**config.mk**
```make
export PLATFORM = sky130hd
export DESIGN_NAME = lane_array_sched_flat
export DESIGN_NICKNAME = d
export VERILOG_FILES = /design/src/rtl/lane_array_sched_if.sv /design/src/rtl/lane_array_sched.sv /design/src/flat_wrapper.sv
export SDC_FILE = /design/constraint.sdc
export NUM_CORES = 1
export LEC_CHECK = 0
export ABC_AREA = 1
export BUFFER_PORTS_ARGS = -buffer_cell sky130_fd_sc_hd__buf_4
export CORE_MARGIN = 8
export CORE_UTILIZATION = 60
export CTS_BUF_LIST = sky130_fd_sc_hd__clkbuf_4 sky130_fd_sc_hd__clkbuf_8 sky130_fd_sc_hd__clkbuf_16
export CTS_CLUSTER_DIAMETER = 120
export DETAILED_ROUTE_END_ITERATION = 10
export PLACE_DENSITY = 0.93
export SYNTH_ARGS = -nofsm -noshare
export SYNTH_HDL_FRONTEND = slang
export SYNTH_SLANG_ARGS = --single-unit
```
**constraint.sdc**
```tcl
create_clock -name clk -period 5.35 [get_ports clk]
set_input_delay 0.8025 -clock clk [delete_from_list [all_inputs] [get_ports clk]]
set_output_delay 0.8025 -clock clk [all_outputs]
set_load 0.005 [all_outputs]
```
**src/rtl/lane_array_sched_if.sv**
```systemverilog
// Issue/retire bundle between the warp issue stage and lane_array_sched.
// The scheduler takes the slave side; the issue stage (or a bench) takes the master side.
interface lane_array_sched_if #(
    parameter int NUM_LANES = 8
) ();
    logic                 issue_valid;
    logic                 issue_ready;
    logic [31:0]          issue_inst;
    logic [NUM_LANES-1:0] issue_mask;
    logic [NUM_LANES-1:0] lane_stall;
    logic                 flush;
    logic [NUM_LANES-1:0] lane_busy;
    logic                 busy;
    logic                 ready;
    logic                 done;
    logic [31:0]          done_inst;
    logic [NUM_LANES-1:0] done_mask;

    modport master (
        output issue_valid, issue_inst, issue_mask, lane_stall, flush,
        input  issue_ready, lane_busy, busy, ready, done, done_inst, done_mask
    );

    modport slave (
        input  issue_valid, issue_inst, issue_mask, lane_stall, flush,
        output issue_ready, lane_busy, busy, ready, done, done_inst, done_mask
    );
endinterface

```
**src/rtl/lane_array_sched.sv**
```systemverilog
// Masked SIMD instruction scheduler: in-order issue queue, per-lane latency
// counters with per-lane stall, and an all-lanes barrier that emits a retire pulse.
module lane_array_sched #(
    parameter int NUM_LANES   = 8,
    parameter int QUEUE_DEPTH = 2,
    parameter int LAT_ADD     = 1,
    parameter int LAT_MUL     = 3,
    parameter int LAT_MAX     = 1,
    parameter int LAT_FMA     = 4,
    parameter int LAT_DEFAULT = 2
) (
    input  logic               clk,
    input  logic               rst_n,
    lane_array_sched_if.slave  bus
);

    typedef enum logic [3:0] {
        OP_ADD = 4'h0,
        OP_MUL = 4'h1,
        OP_MAX = 4'h2,
        OP_FMA = 4'h3
    } alu_opcode_e;

    typedef enum logic [1:0] {
        ST_IDLE,
        ST_EXEC,
        ST_RETIRE
    } state_e;

    function automatic int max2(input int a, input int b);
        return (a > b) ? a : b;
    endfunction

    localparam int LAT_TOP = max2(max2(max2(LAT_ADD, LAT_MUL), max2(LAT_MAX, LAT_FMA)), LAT_DEFAULT);
    localparam int CNT_W   = $clog2(LAT_TOP + 1);
    localparam int PTR_W   = $clog2(QUEUE_DEPTH);
    localparam int OCC_W   = PTR_W + 1;

    function automatic logic [CNT_W-1:0] lat_of(input logic [3:0] opcode);
        alu_opcode_e op;
        op = alu_opcode_e'(opcode);
        case (op)
            OP_ADD:  lat_of = CNT_W'(LAT_ADD);
            OP_MUL:  lat_of = CNT_W'(LAT_MUL);
            OP_MAX:  lat_of = CNT_W'(LAT_MAX);
            OP_FMA:  lat_of = CNT_W'(LAT_FMA);
            default: lat_of = CNT_W'(LAT_DEFAULT);
        endcase
    endfunction

    // Instruction queue
    logic [31:0]          q_inst [QUEUE_DEPTH];
    logic [NUM_LANES-1:0] q_mask [QUEUE_DEPTH];
    logic [PTR_W-1:0]     wr_ptr_reg;
    logic [PTR_W-1:0]     rd_ptr_reg;
    logic [OCC_W-1:0]     count_reg;

    logic                 full;
    logic                 empty;
    logic                 push;
    logic                 pop;
    logic [31:0]          head_inst;
    logic [NUM_LANES-1:0] head_mask;

    state_e               state_reg;
    state_e               state_next;
    logic [31:0]          cur_inst_reg;
    logic [NUM_LANES-1:0] cur_mask_reg;
    logic [31:0]          done_inst_reg;
    logic [NUM_LANES-1:0] done_mask_reg;
    logic [NUM_LANES-1:0] lane_busy_int;
    logic [CNT_W-1:0]     pop_lat;
    logic                 retire_load;

    assign full      = (count_reg == OCC_W'(QUEUE_DEPTH));
    assign empty     = (count_reg == '0);
    assign head_inst = q_inst[rd_ptr_reg];
    assign head_mask = q_mask[rd_ptr_reg];
    // flush wins over everything, so neither queue port moves in a flush cycle
    assign push      = bus.issue_valid && !full && !bus.flush;
    assign pop       = (state_reg == ST_IDLE) && !empty && !bus.flush;
    assign pop_lat   = lat_of(head_inst[31:28]);

    always_ff @(posedge clk or negedge rst_n) begin
        if (!rst_n) begin
            wr_ptr_reg <= '0;
            rd_ptr_reg <= '0;
            count_reg  <= '0;
        end else if (bus.flush) begin
            wr_ptr_reg <= '0;
            rd_ptr_reg <= '0;
            count_reg  <= '0;
        end else begin
            if (push) wr_ptr_reg <= wr_ptr_reg + PTR_W'(1);
            if (pop)  rd_ptr_reg <= rd_ptr_reg + PTR_W'(1);
            case ({push, pop})
                2'b10:   count_reg <= count_reg + OCC_W'(1);
                2'b01:   count_reg <= count_reg - OCC_W'(1);
                default: count_reg <= count_reg;
            endcase
        end
    end

    always_ff @(posedge clk) begin
        if (push) begin
            q_inst[wr_ptr_reg] <= bus.issue_inst;
            q_mask[wr_ptr_reg] <= bus.issue_mask;
        end
    end

    // Per-lane latency counters
    genvar gi;
    generate
        for (gi = 0; gi < NUM_LANES; gi++) begin : g_lane
            logic [CNT_W-1:0] cnt_reg;

            always_ff @(posedge clk or negedge rst_n) begin
                if (!rst_n) begin
                    cnt_reg <= '0;
                end else if (bus.flush) begin
                    cnt_reg <= '0;
                end else if (pop) begin
                    cnt_reg <= head_mask[gi] ? pop_lat : '0;
                end else if (state_reg == ST_EXEC && cnt_reg != '0 && !bus.lane_stall[gi]) begin
                    cnt_reg <= cnt_reg - CNT_W'(1);
                end
            end

            assign lane_busy_int[gi] = (cnt_reg != '0);
        end
    endgenerate

    // Control FSM
    always_ff @(posedge clk or negedge rst_n) begin
        if (!rst_n) state_reg <= ST_IDLE;
        else        state_reg <= state_next;
    end

    always_comb begin
        state_next = state_reg;
        case (state_reg)
            ST_IDLE: begin
                if (!empty) state_next = (head_mask == '0) ? ST_RETIRE : ST_EXEC;
            end
            ST_EXEC: begin
                if (lane_busy_int == '0) state_next = ST_RETIRE;
            end
            ST_RETIRE: state_next = ST_IDLE;
            default:   state_next = ST_IDLE;
        endcase
        if (bus.flush) state_next = ST_IDLE;
    end

    // A zero-mask op enters RETIRE straight from IDLE, so its result comes from the queue head
    assign retire_load = (state_next == ST_RETIRE) && (state_reg != ST_RETIRE);

    always_ff @(posedge clk or negedge rst_n) begin
        if (!rst_n) begin
            cur_inst_reg  <= '0;
            cur_mask_reg  <= '0;
            done_inst_reg <= '0;
            done_mask_reg <= '0;
        end else begin
            if (pop) begin
                cur_inst_reg <= head_inst;
                cur_mask_reg <= head_mask;
            end
            if (retire_load) begin
                done_inst_reg <= (state_reg == ST_IDLE) ? head_inst : cur_inst_reg;
                done_mask_reg <= (state_reg == ST_IDLE) ? head_mask : cur_mask_reg;
            end
        end
    end

    assign bus.issue_ready = !full;
    assign bus.lane_busy   = lane_busy_int;
    assign bus.busy        = (state_reg != ST_IDLE) || !empty;
    assign bus.ready       = (state_reg == ST_IDLE) && empty;
    assign bus.done        = (state_reg == ST_RETIRE);
    assign bus.done_inst   = done_inst_reg;
    assign bus.done_mask   = done_mask_reg;

endmodule

```
**src/flat_wrapper.sv**
```systemverilog
// flat-port wrapper written by rule: the top's interface ports become plain ports
module lane_array_sched_flat 
#(
    parameter int NUM_LANES   = 8,
    parameter int QUEUE_DEPTH = 2,
    parameter int LAT_ADD     = 1,
    parameter int LAT_MUL     = 3,
    parameter int LAT_MAX     = 1,
    parameter int LAT_FMA     = 4,
    parameter int LAT_DEFAULT = 2
)
  (clk, rst_n, bus_issue_valid, bus_issue_inst, bus_issue_mask, bus_lane_stall, bus_flush, bus_issue_ready, bus_lane_busy, bus_busy, bus_ready, bus_done, bus_done_inst, bus_done_mask);
  lane_array_sched_if #(.NUM_LANES(NUM_LANES)) bus_i ();
  input  logic clk;
  input  logic rst_n;
  input wire logic [$bits(bus_i.issue_valid)-1:0] bus_issue_valid;
  input wire logic [$bits(bus_i.issue_inst)-1:0] bus_issue_inst;
  input wire logic [$bits(bus_i.issue_mask)-1:0] bus_issue_mask;
  input wire logic [$bits(bus_i.lane_stall)-1:0] bus_lane_stall;
  input wire logic [$bits(bus_i.flush)-1:0] bus_flush;
  output wire logic [$bits(bus_i.issue_ready)-1:0] bus_issue_ready;
  output wire logic [$bits(bus_i.lane_busy)-1:0] bus_lane_busy;
  output wire logic [$bits(bus_i.busy)-1:0] bus_busy;
  output wire logic [$bits(bus_i.ready)-1:0] bus_ready;
  output wire logic [$bits(bus_i.done)-1:0] bus_done;
  output wire logic [$bits(bus_i.done_inst)-1:0] bus_done_inst;
  output wire logic [$bits(bus_i.done_mask)-1:0] bus_done_mask;
  assign bus_i.issue_valid = bus_issue_valid;
  assign bus_i.issue_inst = bus_issue_inst;
  assign bus_i.issue_mask = bus_issue_mask;
  assign bus_i.lane_stall = bus_lane_stall;
  assign bus_i.flush = bus_flush;
  assign bus_issue_ready = bus_i.issue_ready;
  assign bus_lane_busy = bus_i.lane_busy;
  assign bus_busy = bus_i.busy;
  assign bus_ready = bus_i.ready;
  assign bus_done = bus_i.done;
  assign bus_done_inst = bus_i.done_inst;
  assign bus_done_mask = bus_i.done_mask;
  lane_array_sched #(.NUM_LANES(NUM_LANES), .QUEUE_DEPTH(QUEUE_DEPTH), .LAT_ADD(LAT_ADD), .LAT_MUL(LAT_MUL), .LAT_MAX(LAT_MAX), .LAT_FMA(LAT_FMA), .LAT_DEFAULT(LAT_DEFAULT)) u_core (.clk(clk), .rst_n(rst_n), .bus(bus_i));
endmodule
```
== After elaboration in Yosys (flattened, before gate mapping) ==
Memory sizes are Yosys's and may differ from the RTL's.
Index checks and enable logic that the tools add are counted.

* $add $sub $neg: 12
* Multiplexer cells: 48
* Reduce and logical (&&, ||, !) cells: 60
* Equality and inequality tests: 10

{| class="wikitable"
|+ Operators with widths
! operator !! number
|-
| 3-bit 2-to-1 mux || 32
|-
| 3-bit nonzero test || 17
|-
| 32-bit 2-to-1 mux || 1
|-
| 3-bit by 1-bit subtractor with 3-bit output (second input constant) || 8
|-
| 1-bit logical AND || 22
|-
| 8-bit zero test || 2
|-
| 1-bit zero test || 11
|-
| 2-bit 2-to-1 mux || 5
|-
| 3-bit one-hot mux with 3 select lines || 1
|-
| 2-bit == test (second input constant) || 4
|-
| 4-bit by 2-bit == test with 1-bit output (second input constant) || 2
|-
| 8-bit 2-to-1 mux || 1
|-
| 2-bit one-hot mux with 2 select lines || 2
|-
| 1-bit 2-to-1 mux || 6
|-
| 2-bit nonzero test || 3
|-
| 2-bit by 1-bit == test with 1-bit output (second input constant) || 2
|-
| 4-bit by 1-bit == test with 1-bit output (second input constant) || 1
|-
| 2-bit zero test || 2
|-
| 4-bit zero test || 1
|-
| 1-bit adder (second input constant) || 2
|-
| 2-bit by 1-bit adder with 2-bit output (second input constant) || 1
|-
| 2-bit != test (second input constant) || 1
|-
| 2-bit OR reduction || 1
|-
| 2-bit by 1-bit subtractor with 2-bit output (second input constant) || 1
|-
| 1-bit logical OR || 1
|}

* Input port bits: 52
* Register bits after elaboration: 110
* Memory bits (writable): 80
* Output and inout port bits: 52
* Memories kept: 2

{| class="wikitable"
|+ Memories
! name !! words !! bits a word !! rd ports !! clocked after Yosys merged registers in !! wr ports !! RTL line !! RTL
|-
| u_core.q_inst || 2 || 32 || 1 || 0 || 1 || lane_array_sched.sv:52 || <nowiki>logic [31:0] q_inst [QUEUE_DEPTH];</nowiki>
|-
| u_core.q_mask || 2 || 8 || 1 || 0 || 1 || lane_array_sched.sv:53 || <nowiki>logic [NUM_LANES-1:0] q_mask [QUEUE_DEPTH];</nowiki>
|}

== Logic depth before layout (Yosys ltp) ==
Gate-level depths: netlist of the first run.
An unclocked memory read counts as a cell.

* Depth in word-level cells: 8
* Mapped depth: 13

== Worst setup path after synthesis of the first run ==
OpenSTA, ideal clock, no wires.

* Path type: in2reg
* Start: input bus_issue_valid
* End: memory u_core.q_inst[0][0] (enable)
* Required time: 4.913 ns
* Arrival: 2.722 ns
* Stages: 4
* Path buffers: 0
* Path slack: 2.190 ns
* Cells stage by stage: nand2_1 inv_1 nand2_1 nor2_1

* Longest elaborated chain between the ends: 4

{| class="wikitable"
|+ Ends and longest elaborated chain
! what !! RTL line !! RTL
|-
| from (decl) || flat_wrapper.sv:16 || <nowiki>input wire logic [$bits(bus_i.issue_valid)-1:0] bus_issue_valid;</nowiki>
|-
| 1-bit logical AND (2 in series) || lane_array_sched.sv:80 || <nowiki>assign push = bus.issue_valid && !full && !bus.flush;</nowiki>
|-
| 1-bit 2-to-1 mux || lane_array_sched.sv:105 || <nowiki>if (push) begin</nowiki>
|-
| 1-bit 2-to-1 mux (not written as such) || lane_array_sched.sv:106 || <nowiki>q_inst[wr_ptr_reg] <= bus.issue_inst;</nowiki>
|-
| to (decl) || lane_array_sched.sv:52 ||
|}

Every way passes these cells.

== Worst setup path after layout of the first run ==
* Start: register u_core.state_reg[1]
* End: output bus_busy

* Longest elaborated chain between the ends: 2

{| class="wikitable"
|+ Ends and longest elaborated chain
! what !! RTL line !! RTL
|-
| from (decl) || lane_array_sched.sv:65 || <nowiki>state_e state_reg;</nowiki>
|-
| from (signal assigned) || lane_array_sched.sv:136 || <nowiki>else state_reg <= state_next;</nowiki>
|-
| 2-bit nonzero test || lane_array_sched.sv:177 || <nowiki>assign bus.busy = (state_reg != ST_IDLE) || !empty;</nowiki>
|-
| 1-bit logical OR || lane_array_sched.sv:177 ||
|-
| to (decl) || flat_wrapper.sv:23 || <nowiki>output wire logic [$bits(bus_i.busy)-1:0] bus_busy;</nowiki>
|}

Every way passes these cells.

==> metrics.md, run 1 <==
| Metric | Value |
|---|---|
| Status | `finished clean` |
| Post-route ant nets | `0` |
| Worst r2r src | `u_core.state_reg[1]` |
| Clk_lat worst skew | `0.44 ns` |
| Cts bufs inserted | `17` |
| Pins Over Slew Limit | `0` |
| Crit path launch type | `flip-flop` |
| Clock-pin slew on the worst setup and hold paths | `~0.07 ns` |
| Port bufs | `between 100 and 150` |
| CTS tree | `built` |
| Synth Instances | `920` |
| Bufs on Longest Clock Path | `2` |
| MaxCap Viol Count | `0` |
| Pwr Density | `~500 nW/um2` |
| Post-synth top area cell | `dfrtp_1` |
| Hold_ws | `between 0.4 and 0.5 ns` |
| Placed cell count | `1,166` |
| Share of cells above drive strength 1 | `between 15 and 20%` |
| Nets | `roughly 1,100` |
| Antenna violations before repair | `0` |
| Clock sink total | `190` |
| CTS Hold Bufs | `0` |
| Most frequent CP cell | `inv_1` |
| Die height | `135 um` |
| DR iter-0 viols | `742` |
| Synthesized Nets | `988` |
| Worst-Margin Slew | `1.23 ns` |
| Setup bufs post-CTS | `0` |
| Via Count | `6,486` |
| Final setup fails | `0` |
| Post-Route Skew | `0.0109 ns` |
| First-pass GRT wire length | `30,900 um` |
| Site row count | `43` |
| FF+latch count, synth | `190` |
| Setup TNS | `0 ns` |
| Worst path required time | `roughly 4.6 ns` |
| I/O Pins | `104` |
| Count of different cell masters after synthesis | `28` |
| Total GRT Usage | `21.4%` |
| Setup crit end kind | `primary output` |
| Synth area leaders | `dfrtp_1, edfxtp_1, nand2_1, o21ai_0, inv_1` |
| Worst reg-to-reg setup slack | `between 2 and 2.5 ns` |
| Initial core utilization | `61.1%` |
| Worst R2R End | `u_core.cur_inst_reg[29]` |
| Post-synth top area share | `around a third` |
| Area of the die | `about 18,000 um2` |
| Cell Area, Placed | `9270 um2` |
| Vias/cell | `approximately 5.4` |
| GPL Wtd Cong | `0.840` |
| Core area | `between 10,000 and 15,000 um2` |
| Final instance area | `9870 um2` |
| Die Wd | `approximately 130 um` |
| Register area share after synthesis | `61.0%` |
| Min-Delay Path Class | `in -> async` |
| Pleak | `~4.8 nW` |
| R2R cell count | `5` |
| Period utilisation layout | `57.0%` |
| Mean Syn Cell Area | `about 9.2 um2` |
| Unrepaired setup endpoints after global routing | `false` |
| Commonest non-fill, non-tap cells in the layout | `nand2_1, inv_1, dfrtp_1` |
| Final hold vios | `0` |
| Max incr delay on CP | `approximately 0.46 ns` |
| CP max-delay cell | `dfrtp_1` |
| Synth warn | `0` |
| Crit path kind | `reg -> out` |
| Global route total overflow | `0` |
| First drt pass iteration count | `5` |
| Routed len/inst | `between 15 and 20 um` |
| Minimum clock period | `~3.1 ns` |
| Post-route DRC | `0` |
| Area Growth Syn to Fin | `16.9%` |
| Peak Freq | `approximately 330 MHz` |
| N_diodes | `0` |
| Max FFs per register | `64` |
| Worst-path fanout max | `25` |
| Root Driver | `clkbuf_16` |
| Largest net degree at the start of global routing | `69` |
| Max VDD drop | `roughly 0.3 mV` |
| Worst slew margin | `17.6%` |
| Worst EP arrival | `2.25 ns` |
| Vias in the first global route | `6,423` |
| CP Cell Sequence | `nor2_4, inv_1, nor2_1, inv_1, buf_4` |
| Cts repair resizes | `0` |
| Synthesized cell area | `between 8000 and 9000 um2` |
| DP Wirelength | `11,900 um` |
| Drt total wl | `18,700 um` |
| Final cell count without fillers | `1,198` |
| Most common cell after layout, fill and taps aside | `nand2_1` |
| Fill cell count | `930` |
| Htree depth | `4` |
[worst max-delay path by stage]
| stage | to | startpoint | slack (ns) | cells after the start |
|---|---|---|---|---|
| after floorplan | u_core.q_inst[0][0] | bus_issue_valid | 2.19 | 4 |
| after global placement | u_core.cur_inst_reg[29] | u_core.state_reg[1] | 2.43 | 5 |
| after detailed placement | u_core.cur_inst_reg[29] | u_core.state_reg[1] | 2.39 | 5 |
| after CTS | bus_busy | u_core.state_reg[1] | 2.30 | 5 |
| after global routing | u_core.cur_inst_reg[31] | u_core.state_reg[1] | 1.97 | 5 |
| final | bus_busy | u_core.state_reg[1] | 2.30 | 5 |
[cells in the mapped netlist, drive strengths merged]
cell / n
xnor2: 2
a21oi: 1
o31ai: 1
edfxtp: 80
nand3: 43
nand2: 355
buf: 23
nor3: 1
o211ai: 1
o22ai: 25
dfrtp: 110
o21ai: 97
ha: 16
a31oi: 8
nand4: 1
clkbuf: 18
inv: 115
nor2: 23
[layout make-up]
cell class / instances / area (um2) / area share [%]
Sequential cell: 190 / 5150 / 52.2
Multi-Input combinational cell: 574 / 2650 / 26.9
Timing Repair Buffer: 107 / 803 / 8.13
Clock buffer: 20 / 483 / 4.89
Inverter: 115 / 434 / 4.40
Tap cell: 180 / 225 / 2.28
Clock inverter: 12 / 121 / 1.23
[per-layer routing]
layer	track usage, %	up-vias	wire, um	part of all wire [%]
li1	-	3119	-	-
met1	27.1	3066	7710	41
met2	34.8	270	9310	50
met3	5.83	31	1390	7.4
met4	7.17	0	293	1.6
met5	0	-	0	0
[per-stage QoR]
| step | setup WS, ns | total power [mW] | util, % |
|---|---|---|---|
| finish | 2.30 | 4.97 | 71.4 |
| global route | 1.97 | 5.31 | 71.4 |
| CTS | 2.30 | 4.98 | 71.4 |
| detailed placement | 2.39 | 3.67 | 67.0 |
| global placement | 2.43 | 3.59 | 67.0 |
| floorplan | 2.19 | 3.17 | - |
[critical path, delay by kind of cell (launching register included)]
family / cells / cell delay, ns
and+or+nand+nor: 2 / 0.72
buffers and inverters: 3 / 0.64
DFF: 1 / 0.46
[logic make-up after synthesis]
logic type      count (synthesis)  share of synthesized area [%]
compound gates                133                           8.43
xor+xnor                        2                          0.207
fa+ha+maj                      16                           2.37
buf+inv                       156                           7.91
flops                         190                           61.0
simple gates                  423                           20.1
[power by group]
part           internal, mW  switching (mW)
logic                 0.603            1.09
clock network         0.714           0.566
registers              1.86           0.144
total                  3.17            1.80
Note: power is estimated with default switching activity, not from simulation.
==> inputs of run 2 (changes only) <==
- ABC_AREA: 1 -> 0
- CORE_UTILIZATION: 60 -> 52
- PLACE_DENSITY: 0.93 -> 0.87
- clock period: 5.35 -> 2.61 ns (I/O delays scaled with it)
==> run 2 against run 1 <==
Compared with the run above:
- global-route usage fell by 3.1 points
- largest cell class unchanged
- worst setup slack got worse by 2.2 ns
- critical path type is now reg -> reg
- register-to-register slack got worse by 2.2 ns
- worst hold slack got worse by 0.31 ns
- non-clock buffer count rose by 16
- sequential cell count did not move
- total power rose by 78%
- count of clock-buffer cells in the layout did not move
- critical endpoint is now u_core.bus.done_inst[25]
- routed wire length fell by 5.3%
- sequential share of layout area fell by 0.74 points
==> metrics.md, run 2 <==
| Metric | Value |
|---|---|
| Synthesized cell area | `8350 um2 (-1.1%)` |
| Crit path kind | `reg -> reg` |
| Htree depth | `4 (unchanged)` |
| FF+latch count, synth | `190 (unchanged)` |
| Crit path launch type | `flip-flop` |
| Most common cell after layout, fill and taps aside | `buf_4` |
| Area of the die | `20,400 um2 (+12%)` |
| Synth Instances | `648 (-30%)` |
| Post-Route Skew | `0.00806 ns (-0.00286 ns)` |
| Worst reg-to-reg setup slack | `0.11 ns (-2.23 ns)` |
| MaxCap Viol Count | `0 (unchanged)` |
| Worst Hold Depth | `1` |
| Most Used Layer, Global Route | `met2` |
| Clock-pin slew on the worst setup and hold paths | `0.07 ns (about the same)` |
| Most numerous cell in the Yosys netlist | `dfrtp_1` |
| Max VDD drop | `0.586 mV (+96%)` |
| Synth warn | `0 (unchanged)` |
| DP Wirelength | `12,500 um (+5.4%)` |
| CP Cell Sequence | `inv_1, ha_1, ha_1, inv_1, or4_4, o221a_4, mux2_1` |
| Site row count | `46 (+7.0%)` |
| Total GRT Usage | `18.3% (-3.1 points)` |
| Global route total overflow | `0 (unchanged)` |
| Mean Syn Cell Area | `12.9 um2 (+40%)` |
| Pleak | `4.29 nW (-11%)` |
| Clk_lat worst skew | `0.43 ns (about the same)` |
| Post-synth top area share | `33.0% (+0.38 points)` |
| Vias/cell | `5.44 (+0.43%)` |
| Met1 Use GR | `22.0% (-5.1 points)` |
| Port bufs | `103 (unchanged)` |
| Synth Flop Type | `dfrtp_1` |
| Nets | `824 (-23%)` |
| Min-Delay Path Class | `in -> reg` |
| First-pass GRT wire length | `28,600 um (-7.4%)` |
| Post-route ant nets | `0 (unchanged)` |
| N_diodes | `0 (unchanged)` |
| Worst hold path startpoint | `bus_issue_inst[9]` |
| Unrepaired setup endpoints after global routing | `false` |
| Die height | `143 um (+6.0%)` |
| Antenna violations before repair | `0 (unchanged)` |
| Cts bufs inserted | `17 (unchanged)` |
| Hold_ws | `0.145 ns (-0.314 ns)` |
| Final cell count without fillers | `985 (-18%)` |
| Commonest cells in the netlist | `dfrtp_1, edfxtp_1, nand2_1, o21ai_0, mux2_2` |
| Post-synth EDFFs | `80 (unchanged)` |
| Hold Path End | `u_core.q_inst[0][9]` |
| Die Wd | `143 um (+6.0%)` |
| Clock sink total | `190 (unchanged)` |
| Drt total wl | `17,700 um (-5.3%)` |
| Final setup fails | `0 (unchanged)` |
| Worst R2R End | `u_core.bus.done_inst[25]` |
| Async S/R FF share, synth | `57.9% (unchanged)` |
| Peak Freq | `399 MHz` |
| Pins Over Slew Limit | `0 (unchanged)` |
| DR iter-0 viols | `460 (-38%)` |
| Initial core utilization | `53.0% (-8.1 points)` |
| Area Growth Syn to Fin | `20.0%` |
| Root Driver | `clkbuf_16` |
| Final hold vios | `0 (unchanged)` |
| First drt pass iteration count | `7 (+2)` |
| Vias in the first global route | `5,585 (-13%)` |
| Placed cell count | `952 (-18%)` |
| Synth area leaders | `dfrtp_1, edfxtp_1, mux2_2, mux2i_1, mux2_4` |
| CTS tree | `built` |
| Status | `finished clean` |
| Max FFs per register | `64 (unchanged)` |
| Setup crit end kind | `flip-flop` |
| Commonest non-fill, non-tap cells in the layout | `buf_4, dfrtp_1, edfxtp_1` |
| Post-route DRC | `0 (unchanged)` |
| R2R cell count | `7 (+2)` |
| Largest net degree at the start of global routing | `74 (+7.2%)` |
| Max incr delay on CP | `0.55 ns (+0.09 ns)` |
| Minimum clock period | `around 2.5 ns` |
| Via Count | `5,356 (-17%)` |
| Worst path required time | `2.91 ns (-1.64 ns)` |
| GPL Wtd Cong | `0.814 (-3.1%)` |
| Crit path launch | `u_core.g_lane[3].cnt_reg[0]` |
| Bufs on Longest Clock Path | `2 (unchanged)` |
| CP max-delay cell | `or4_4` |
| Register area share after synthesis | `61.7% (+0.70 points)` |
| Worst-path fanout max | `40 (+60%)` |
| Post-synth top area cell | `dfrtp_1` |
| Setup TNS | `0 ns (unchanged)` |
| Pwr Density | `882 nW/um2 (+75%)` |
| Count of different cell masters after synthesis | `54 (+93%)` |
| I/O Pins | `104 (unchanged)` |
| Met3 usage | `5.31% (-0.52 points)` |
| GR Util met2 | `30.5% (-4.3 points)` |
| Core area | `15,800 um2 (+14%)` |
| Period utilisation layout | `96.0%` |
| Worst slew margin | `49.1% (+32 points)` |
| Routed len/inst | `18.0 um (+15%)` |
| Worst EP arrival | `2.81 ns (+0.56 ns)` |
| Share of cells above drive strength 1 | `30.3% (+15 points)` |
| Worst r2r src | `u_core.g_lane[3].cnt_reg[0]` |
| Worst-Margin Slew | `0.763 ns (-0.470 ns)` |
| Synthesized Nets | `716 (-28%)` |
run 2: routing by layer:
metal  vias up  wire, um
met3        34      1260
met4         0       497
met1      2600      7230
met2       193      8730
li1       2529         -
met5         -         0
run 2: power breakdown:
part           internal (mW)  total [mW]  switching (mW)
combinational           1.17        2.19            1.02
sequential              3.73        4.11           0.378
clock                   1.41        2.54            1.13
total                   6.31        8.84            2.53
run 2: area by class of cell:
type / count / area, um2
fillers: 1207 / 5750
flip-flops and latches: 190 / 5160
multi-input cells: 391 / 2930
repair buffers: 123 / 951
clock buffers: 20 / 500
well taps: 216 / 270
inverters: 33 / 124
clock inverters: 12 / 92.6
run 2: worst max-delay path by stage:
stage | slack [ns] | end | depth (start not counted)
6_report | 0.11 | u_core.bus.done_inst[25] | 7
5_1_grt | 0.01 | u_core.bus.done_inst[25] | 7
4_1_cts | 0.04 | u_core.bus.done_inst[25] | 7
3_5_place_dp | 0.06 | u_core.bus.done_inst[25] | 7
3_3_place_gp | 0.15 | u_core.bus.done_inst[24] | 7
2_1_floorplan | 0.21 | u_core.q_inst[1][0] | 4
run 2: cell families (layout without fill, tap and decap cells):
logic type | after synthesis | in the layout | synth area share [%]
compound gates | 107 | 107 | 8.16
xor+xnor | 9 | 9 | 0.944
fa+ha+maj | 16 | 16 | 2.40
simple gates | 151 | 151 | 8.22
mux | 108 | 108 | 15.0
buf+inv | 67 | 188 | 3.60
flops | 190 | 190 | 61.7
run 2: repair_timing:
item / CTS / global route
hold buffers: 1 / 0
gates resized for setup: 0 / 1
setup endpoints to repair: 0 / 40
hold endpoints to repair: 42 / 0
buffers inserted: 0 / 0
run 2: stage by stage:
| stage | utilization (%) | power (mW) | setup WS [ns] | instance area (um2) |
|---|---|---|---|---|
| final | 63.5 | 8.84 | 0.106 | 10000 |
| after global routing | 63.5 | 9.32 | 0.0127 | 10000 |
| after CTS | 63.5 | 8.90 | 0.0433 | 10000 |
| after detailed placement | 59.7 | 6.35 | 0.0624 | 9410 |
| after global placement | 59.7 | 6.22 | 0.149 | 9410 |
| after floorplan | - | 5.40 | 0.210 | 8370 |
run 2: critical path: cells and delay by family (launching register included):
| family | cells | cell delay [ns] |
|---|---|---|
| AOI/OAI and AO/OA | 1 | 0.51 |
| adders and majority gates | 2 | 0.35 |
| buffers and inverters | 2 | 0.13 |
| DFF | 1 | 0.40 |
| muxes | 1 | 0.41 |
| and+or+nand+nor | 1 | 0.55 |
